[src/rtl/isdu_pkg.sv]
`default_nettype none
// ============================================================================
// Module      : isdu_pkg
// Description : Shared state encoding and control-field encodings for the
//               SLC-3 instruction sequencing/decode unit.
// Revision    : 1.0
// ============================================================================
package isdu_pkg;

    typedef enum logic [4:0] {
        S_HALTED = 5'd0,
        S_18     = 5'd1,
        S_33     = 5'd2,
        S_35     = 5'd3,
        S_32     = 5'd4,
        S_1      = 5'd5,
        S_5      = 5'd6,
        S_9      = 5'd7,
        S_0      = 5'd8,
        S_22     = 5'd9,
        S_12     = 5'd10,
        S_4      = 5'd11,
        S_21     = 5'd12,
        S_20     = 5'd13,
        S_6      = 5'd14,
        S_25     = 5'd15,
        S_27     = 5'd16,
        S_7      = 5'd17,
        S_23     = 5'd18,
        S_16     = 5'd19,
        S_PAUSE1 = 5'd20,
        S_PAUSE2 = 5'd21
    } state_t;

    localparam logic [3:0] OP_BR    = 4'b0000;
    localparam logic [3:0] OP_ADD   = 4'b0001;
    localparam logic [3:0] OP_JSR   = 4'b0100;
    localparam logic [3:0] OP_AND   = 4'b0101;
    localparam logic [3:0] OP_LDR   = 4'b0110;
    localparam logic [3:0] OP_STR   = 4'b0111;
    localparam logic [3:0] OP_NOT   = 4'b1001;
    localparam logic [3:0] OP_JMP   = 4'b1100;
    localparam logic [3:0] OP_PAUSE = 4'b1101;

    localparam logic [1:0] PCMUX_INC  = 2'b00;
    localparam logic [1:0] PCMUX_BUS  = 2'b01;
    localparam logic [1:0] PCMUX_ADDR = 2'b10;

    localparam logic [1:0] ADDR2_ZERO  = 2'b00;
    localparam logic [1:0] ADDR2_OFF6  = 2'b01;
    localparam logic [1:0] ADDR2_OFF9  = 2'b10;
    localparam logic [1:0] ADDR2_OFF11 = 2'b11;

    localparam logic [1:0] ALUK_ADD   = 2'b00;
    localparam logic [1:0] ALUK_AND   = 2'b01;
    localparam logic [1:0] ALUK_NOT   = 2'b10;
    localparam logic [1:0] ALUK_PASSA = 2'b11;

endpackage : isdu_pkg
`default_nettype wire

[src/rtl/mem_wait_ctr.sv]
`default_nettype none
// ============================================================================
// Module      : mem_wait_ctr
// Description : Loadable down-counter that stretches memory access states.
// Revision    : 1.0
// ============================================================================
module mem_wait_ctr #(
    parameter int               WIDTH    = 3,
    parameter logic [WIDTH-1:0] LOAD_VAL = '0
) (
    input  logic clk,
    input  logic rst,
    input  logic i_load,
    input  logic i_dec,
    output logic o_done
);

    logic [WIDTH-1:0] r_cnt;

    always_ff @(posedge clk or posedge rst) begin
        if (rst) begin
            r_cnt <= '0;
        end else if (i_load) begin
            r_cnt <= LOAD_VAL;
        end else if (i_dec && (r_cnt != '0)) begin
            r_cnt <= r_cnt - 1'b1;
        end
    end

    assign o_done = (r_cnt == '0);

endmodule : mem_wait_ctr
`default_nettype wire

[src/rtl/isdu_ctrl.sv]
`default_nettype none
// ============================================================================
// Module      : isdu_ctrl
// Description : SLC-3 fetch/decode/execute sequencer driving datapath controls.
// Revision    : 1.0
// ============================================================================
module isdu_ctrl
    import isdu_pkg::*;
#(
    parameter int MEM_WAIT = 2
) (
    input  logic       Clk,
    input  logic       Reset,
    input  logic       Run,
    input  logic       Continue,
    input  logic [3:0] Opcode,
    input  logic       IR_5,
    input  logic       IR_11,
    input  logic       BEN,
    output logic       loadMAR,
    output logic       loadMDR,
    output logic       loadIR,
    output logic       loadBEN,
    output logic       loadCC,
    output logic       loadREG,
    output logic       loadPC,
    output logic       loadLED,
    output logic       gatePC,
    output logic       gateMDR,
    output logic       gateALU,
    output logic       gateMARMUX,
    output logic [1:0] PCMUXsel,
    output logic       DRMUX,
    output logic       SR1MUX,
    output logic       SR2MUX,
    output logic       ADDR1MUX,
    output logic [1:0] ADDR2MUX,
    output logic [1:0] ALUK,
    output logic       MIO_EN,
    output logic       Mem_OE,
    output logic       Mem_WE
);

    localparam logic [2:0] c_wait_load = 3'(MEM_WAIT - 1);

    state_t r_state;
    logic   w_load;
    logic   w_dec;
    logic   w_done;

    // The counter is reloaded in the state that precedes each memory state.
    assign w_load = (r_state == S_18) || (r_state == S_6) || (r_state == S_23);
    assign w_dec  = (r_state == S_33) || (r_state == S_25) || (r_state == S_16);

    mem_wait_ctr #(
        .WIDTH    (3),
        .LOAD_VAL (c_wait_load)
    ) u_wait (
        .clk    (Clk),
        .rst    (Reset),
        .i_load (w_load),
        .i_dec  (w_dec),
        .o_done (w_done)
    );

    always_ff @(posedge Clk or posedge Reset) begin
        if (Reset) begin
            r_state <= S_HALTED;
        end else begin
            case (r_state)
                S_HALTED: if (Run) r_state <= S_18;
                S_18:     r_state <= S_33;
                S_33:     if (w_done) r_state <= S_35;
                S_35:     r_state <= S_32;
                S_32: begin
                    case (Opcode)
                        OP_ADD:   r_state <= S_1;
                        OP_AND:   r_state <= S_5;
                        OP_NOT:   r_state <= S_9;
                        OP_BR:    r_state <= S_0;
                        OP_JMP:   r_state <= S_12;
                        OP_JSR:   r_state <= S_4;
                        OP_LDR:   r_state <= S_6;
                        OP_STR:   r_state <= S_7;
                        OP_PAUSE: r_state <= S_PAUSE1;
                        default:  r_state <= S_18;
                    endcase
                end
                S_0:      r_state <= BEN ? S_22 : S_18;
                S_4:      r_state <= IR_11 ? S_21 : S_20;
                S_6:      r_state <= S_25;
                S_25:     if (w_done) r_state <= S_27;
                S_7:      r_state <= S_23;
                S_23:     r_state <= S_16;
                S_16:     if (w_done) r_state <= S_18;
                S_PAUSE1: if (Continue) r_state <= S_PAUSE2;
                S_PAUSE2: if (!Continue) r_state <= S_18;
                S_1, S_5, S_9, S_22, S_12, S_21, S_20, S_27: r_state <= S_18;
                default:  r_state <= S_HALTED;
            endcase
        end
    end

    always_comb begin
        loadMAR    = 1'b0;
        loadMDR    = 1'b0;
        loadIR     = 1'b0;
        loadBEN    = 1'b0;
        loadCC     = 1'b0;
        loadREG    = 1'b0;
        loadPC     = 1'b0;
        loadLED    = 1'b0;
        gatePC     = 1'b0;
        gateMDR    = 1'b0;
        gateALU    = 1'b0;
        gateMARMUX = 1'b0;
        PCMUXsel   = PCMUX_INC;
        DRMUX      = 1'b0;
        SR1MUX     = 1'b0;
        SR2MUX     = 1'b0;
        ADDR1MUX   = 1'b0;
        ADDR2MUX   = ADDR2_ZERO;
        ALUK       = ALUK_ADD;
        MIO_EN     = 1'b0;
        Mem_OE     = 1'b0;
        Mem_WE     = 1'b0;
        case (r_state)
            S_18: begin
                gatePC  = 1'b1;
                loadMAR = 1'b1;
                loadPC  = 1'b1;
            end
            S_33, S_25: begin
                Mem_OE  = 1'b1;
                MIO_EN  = 1'b1;
                loadMDR = w_done;
            end
            S_35: begin
                gateMDR = 1'b1;
                loadIR  = 1'b1;
            end
            S_32: loadBEN = 1'b1;
            S_1, S_5, S_9: begin
                ALUK    = (r_state == S_1) ? ALUK_ADD :
                          (r_state == S_5) ? ALUK_AND : ALUK_NOT;
                SR1MUX  = 1'b1;
                SR2MUX  = (r_state == S_9) ? 1'b0 : IR_5;
                gateALU = 1'b1;
                loadREG = 1'b1;
                loadCC  = 1'b1;
            end
            S_22: begin
                ADDR2MUX = ADDR2_OFF9;
                PCMUXsel = PCMUX_ADDR;
                loadPC   = 1'b1;
            end
            S_12, S_20: begin
                SR1MUX   = 1'b1;
                ADDR1MUX = 1'b1;
                PCMUXsel = PCMUX_ADDR;
                loadPC   = 1'b1;
            end
            S_4: begin
                gatePC  = 1'b1;
                DRMUX   = 1'b1;
                loadREG = 1'b1;
            end
            S_21: begin
                ADDR2MUX = ADDR2_OFF11;
                PCMUXsel = PCMUX_ADDR;
                loadPC   = 1'b1;
            end
            S_6, S_7: begin
                SR1MUX     = 1'b1;
                ADDR1MUX   = 1'b1;
                ADDR2MUX   = ADDR2_OFF6;
                gateMARMUX = 1'b1;
                loadMAR    = 1'b1;
            end
            S_27: begin
                gateMDR = 1'b1;
                loadREG = 1'b1;
                loadCC  = 1'b1;
            end
            S_23: begin
                ALUK    = ALUK_PASSA;
                gateALU = 1'b1;
                loadMDR = 1'b1;
            end
            S_16:     Mem_WE  = 1'b1;
            S_PAUSE1: loadLED = 1'b1;
            default: ;
        endcase
    end

endmodule : isdu_ctrl
`default_nettype wire

[config.mk]
export PLATFORM = sky130hd
export DESIGN_NAME = isdu_ctrl
export DESIGN_NICKNAME = d
export VERILOG_FILES = /design/src/rtl/isdu_pkg.sv /design/src/rtl/mem_wait_ctr.sv /design/src/rtl/isdu_ctrl.sv
export SDC_FILE = /design/constraint.sdc
export NUM_CORES = 1
export LEC_CHECK = 0
export ABC_AREA = 1
export BUFFER_PORTS_ARGS = -buffer_cell sky130_fd_sc_hd__buf_2
export CORE_UTILIZATION = 54
export DETAILED_ROUTE_END_ITERATION = 6
export HOLD_SLACK_MARGIN = 0.06
export PLACE_DENSITY_LB_ADDON = 0.1
export SETUP_SLACK_MARGIN = 0.5
export SLEW_MARGIN = 10
export SYNTH_ARGS = -nofsm -noshare
export SYNTH_HDL_FRONTEND = slang
export SYNTH_SLANG_ARGS = --single-unit
[constraint.sdc]
create_clock -name Clk -period 3.9 [get_ports Clk]
set_input_delay 0.78 -clock Clk [delete_from_list [all_inputs] [get_ports Clk]]
set_output_delay 0.78 -clock Clk [all_outputs]
set_load 0.1 [all_outputs]
# After elaboration in Yosys (flattened, before gate mapping)
# Memories as Yosys holds them, arrays and structs flattened.
# Index checks and enable logic that the tools add are counted.
# op_classes
n_addsub	1
eq_ne	27
n_mux	35
reduce_logical	24
# ops
operator	count
$pmux W5 S15	1
$eq A5 B4 Y1 const B	8
$eq A5 B5 Y1 const B	6
$mux W5	6
$eq A5 B3 Y1 const B	4
$mux W1	19
$reduce_or A4 Y1	4
$ne A2 B2 Y1 const B	6
$eq A5 B2 Y1 const B	2
$reduce_or A5 Y1	2
$reduce_or A2 Y1	4
$reduce_or A8 Y1	1
$reduce_or A7 Y1	1
$mux W2	3
$mux W3	2
$pmux W2 S3	1
$reduce_and A6 Y1	1
$reduce_or A3 Y1	2
$eq A5 B1 Y1 const B	1
$logic_not A5 Y1	1
$logic_or A1 B1 Y1	4
$mux W4	1
$pmux W2 S2	1
$logic_not A3 Y1	1
5 further kinds	5
# word_totals
ff_bits	8
mem_bits_ro	80
inputBits	11
n_memories	1
# memory_table
memory	depth	word_bits	rd	rd_ports_with_merged_regs	write_ports	line	rtl
(name not given)	16	5	1	0	0	isdu_ctrl.sv:76	case (Opcode)

# Longest topological paths before layout
# depth
ltp_word	6
ltp_mapped	11
mapped_depth_nobuf	11

# By module
# A second synthesis with hierarchy kept.
# unflattened
hier_cells	185
hier_area_um2	1088.5
# modules_own_cells
mod	instances	cells_per_inst	area_each_um2	seq_area_each_um2
isdu_ctrl	1	157	878.3	125.1
mem_wait_ctr	1	28	210.2	75.1

# Worst setup path before layout
# Ideal clock, no wire load.
# synth_timing
path_kind	register to output
start	reg r_state[4]
end	out SR2MUX
arrival_time_ns	3.180
slack_ns	-0.060
stages_incl_launch_ff	7
n_path_buf	1
path_cell_list	dfrtp_1 -> buf_2 -> inv_2 -> nand3_1 -> nand2_1 -> o21ai_1 -> nor3b_1
# synth_via
elab_chain_cells	3
elab_cells_between_ends	6
cone_classes	3 x eq/ne; 2 x mux; 1 x reduce/logical
# synth_lines
item	line	rtl
start: declaration	isdu_ctrl.sv:46	state_t r_state;
start signal: assignment	isdu_ctrl.sv:89	S_0: r_state <= BEN ? S_22 : S_18;
start signal: assignment	isdu_ctrl.sv:90	S_4: r_state <= IR_11 ? S_21 : S_20;
$eq A5 B3 Y1 (on tied branches)	isdu_ctrl.sv:127, isdu_ctrl.sv:147	
$reduce_or A3 Y1 / $mux W1 (equally long branches)	-	
$mux W1 *	isdu_ctrl.sv:127	case (r_state)
end: declaration	isdu_ctrl.sv:35	output logic SR2MUX,
# Every way passes the cells marked *; elsewhere a longest branch is shown, timed or not.

# Worst setup path after layout
# layout_timing
start	reg r_state[0]
end	out SR2MUX
# The elaborated chain is that of the path after synthesis.

==> metrics <==
share of cells above drive strength 1 26.4%; nets 240; CTS resizes 0; highest metal used met4; setup_tns 0 ns; WS Path Type flop to output port; pre-CTS setup slack 1.42 ns; Slowest cell on crit path dfrtp_1; Worst-Skew Late Latency 0.26 ns; drt drc 0; initial antenna violation count 0; Setup WS post-layout 1.12 ns; final slew viol count 0; share of the synthesized area in the top cell type 20.4%; Die ar. 0.00212 mm2; Tmin final 2.78 ns; CP most frequent cell nand2_1; CORE AREA 0.00178 mm2; mean post-synth cell area 5.64 um2; Site Rows 15; CP required 3.12 ns; Die Span Y 46.1 um; Initial Utilization 58.9%; cts bufs inserted 3; Hold WC Path Type primary input to async pin; first-pass GRT wire length 4550 um; cell count after synthesis 186; period utilisation layout 71.3%; Worst Clk Skew 0.000552 ns; Synth Register Bits 8; iteration count of the initial detailed-routing pass 4; H-Tree Depth 1; top cells by area, synth nand2_1, dfrtp_1, inv_1; global-route usage over all layers 29.7%; met3 WL 185 um; fin area 0.00126 mm2; delay-heaviest family, CP simple AND/OR/NAND/NOR gates; clock buffer depth 2; Antenna diodes 0; status complete, no violations; hold_ws 0.456 ns; clk root buf clkbuf_4; Post-Syn Nets 204; Worst Path Max Fanout 7; RSZ-0062 raised after global routing no; Worst path max stage delay 0.45 ns; worst path bufs/invs 1; WL final 2970 um; number of global-route vias before repair 1112; CP Capture Type output port; Area Growth Syn to Fin 20.4%; grt ovf 0; vias per cell 5.28; Synth cell types 26; met2 WL 1520 um; synthesized area 0.00105 mm2; Max-Cap Viols 0; Die W 46.1 um; dpl hpwl 2390 um; Post-CTS Setup Repair Bufs 0; largest net degree at the start of global routing 10; Routed wire per std cell 12.1 um; I/O pin count 36; CTS tree done; Final Setup Violations 0; clk sinks 8; Critical Path, Cell by Cell nor2_1 -> nand2_1 -> nand2_1 -> o21ai_1 -> nor3b_2 -> buf_2; Startpoint Class flop; Fmax 360 MHz; via count 1294; DRT iter0 DRCs 49; crit path DAT 2.00 ns; Clk pin slew, worst setup/hold paths 0.05 ns; Routed Antenna Nets 0; met1 WL 1200 um; cts hold-fix bufs 0; Fin. Hold Viols 0; Syn. warnings 0; sequential fraction of the synthesis area 19.1%; dpl cell area 0.00124 mm2; area leader, netlist nand2_1; Placer Congestion 0.912; Port Buffers 34
## sequential cells by signal, indices dropped and copies added, names as in the netlist
| signal | cells |
|---|---|
| u_wait.r_cnt | 3 |
| r_state | 5 |
## layout make-up
class / count / area [um2]
sequential: 8 / 200
clock buffer: 3 / 22.5
fill: 168 / 519
timing repair buffer: 34 / 170
multi-input combinational: 138 / 701
tap: 25 / 31.3
inverter: 37 / 139
## worst paths after layout
kind / cells past startpoint / slack, ns / end / startpoint
setup / recovery: 6 / 1.12 / SR2MUX / r_state[0]$_DFFE_PP0P_
hold / removal: 2 / 0.46 / u_wait.r_cnt[0]$_DFFE_PP0P_ / Reset
setup reg to reg: 8 / 2.31 / r_state[1]$_DFFE_PP0P_ / r_state[0]$_DFFE_PP0P_
hold reg to reg: 2 / 0.58 / u_wait.r_cnt[0]$_DFFE_PP0P_ / u_wait.r_cnt[0]$_DFFE_PP0P_
max in group asynchronous: 2 / 3.21 / r_state[4]$_DFFE_PP0P_ / Reset
min in group Clk: 2 / 0.58 / u_wait.r_cnt[0]$_DFFE_PP0P_ / u_wait.r_cnt[0]$_DFFE_PP0P_
## per-stage QoR
stage,utilization (%),instances
2_1_floorplan,-,186
3_3_place_gp,69.6,242
3_5_place_dp,69.6,242
4_1_cts,70.9,245
5_1_grt,70.9,245
6_report,70.9,245
## layer usage
metal,vias to the layer above,GRT usage [%]
li1,645,-
met1,581,35.9
met2,58,51.8
met3,10,3.92
met4,0,12.9
met5,-,0
## synthesized netlist by cell type
library cell and number:
or2_2 2, ha_1 7, buf_2 1, o22ai_1 1, dfrtp_1 8, o2111ai_1 2, nand4_1 5, nor2_4 1
nand3_1 18, nand2_2 3, clkinv_1 1, nand2_1 57, a21boi_0 1, o211ai_1 1, a31oi_1 1, inv_1 29
o21ai_1 3, nor3b_1 1, nor2_1 21, nand3_2 1, o21ai_0 7, buf_4 2, inv_2 7, a21oi_1 1
nor2_2 4, conb_1 1
## worst reg2reg max path: stages, from the launching register on
cell	delay, ns
dfrtp_1	0.45
nor2_1	0.31
nand2_2	0.16
nor2_1	0.15
nand2_1	0.09
o211ai_1	0.12
nor2_2	0.09
nand2_1	0.07
nand2_1	0.05
## cell usage in the layout (no fill, tap or decap)
master     Yosys  final
a31oi_1        1      1
o211ai_1       1      1
nand2_2        3      3
inv_1         29     29
o21ai_1        3      6
nor2_4         1      1
buf_2          1     34
a21boi_0       1      1
conb_1         1      1
o21ai_0        7      4
nor2_1        21     19
nor3b_2        0      1
clkinv_1       1      1
o2111ai_1      2      2
dfrtp_1        8      8
o22ai_1        1      1
nor2_2         4      6
nand3_2        1      1
a21oi_1        1      1
inv_2          7      7
clkbuf_4       0      3
nand3_1       18     18
nand2_1       57     57
or2_2          2      2
ha_1           7      7
nand4_1        5      5
## logic make-up (layout without fill, tap and decap cells)
| logic type | count (synthesis) | after routing | synth area share, % |
|---|---|---|---|
| AOI/OAI and AO/OA | 17 | 17 | 9.54 |
| adders and majority gates | 7 | 7 | 8.34 |
| buffers and inverters | 40 | 74 | 15.1 |
| DFF | 8 | 8 | 19.1 |
| other | 1 | 1 | 0.357 |
| and+or+nand+nor | 113 | 113 | 47.6 |
Power is not shown: default switching activity piles up to over one toggle a cycle in this logic, so the estimate is an artifact.
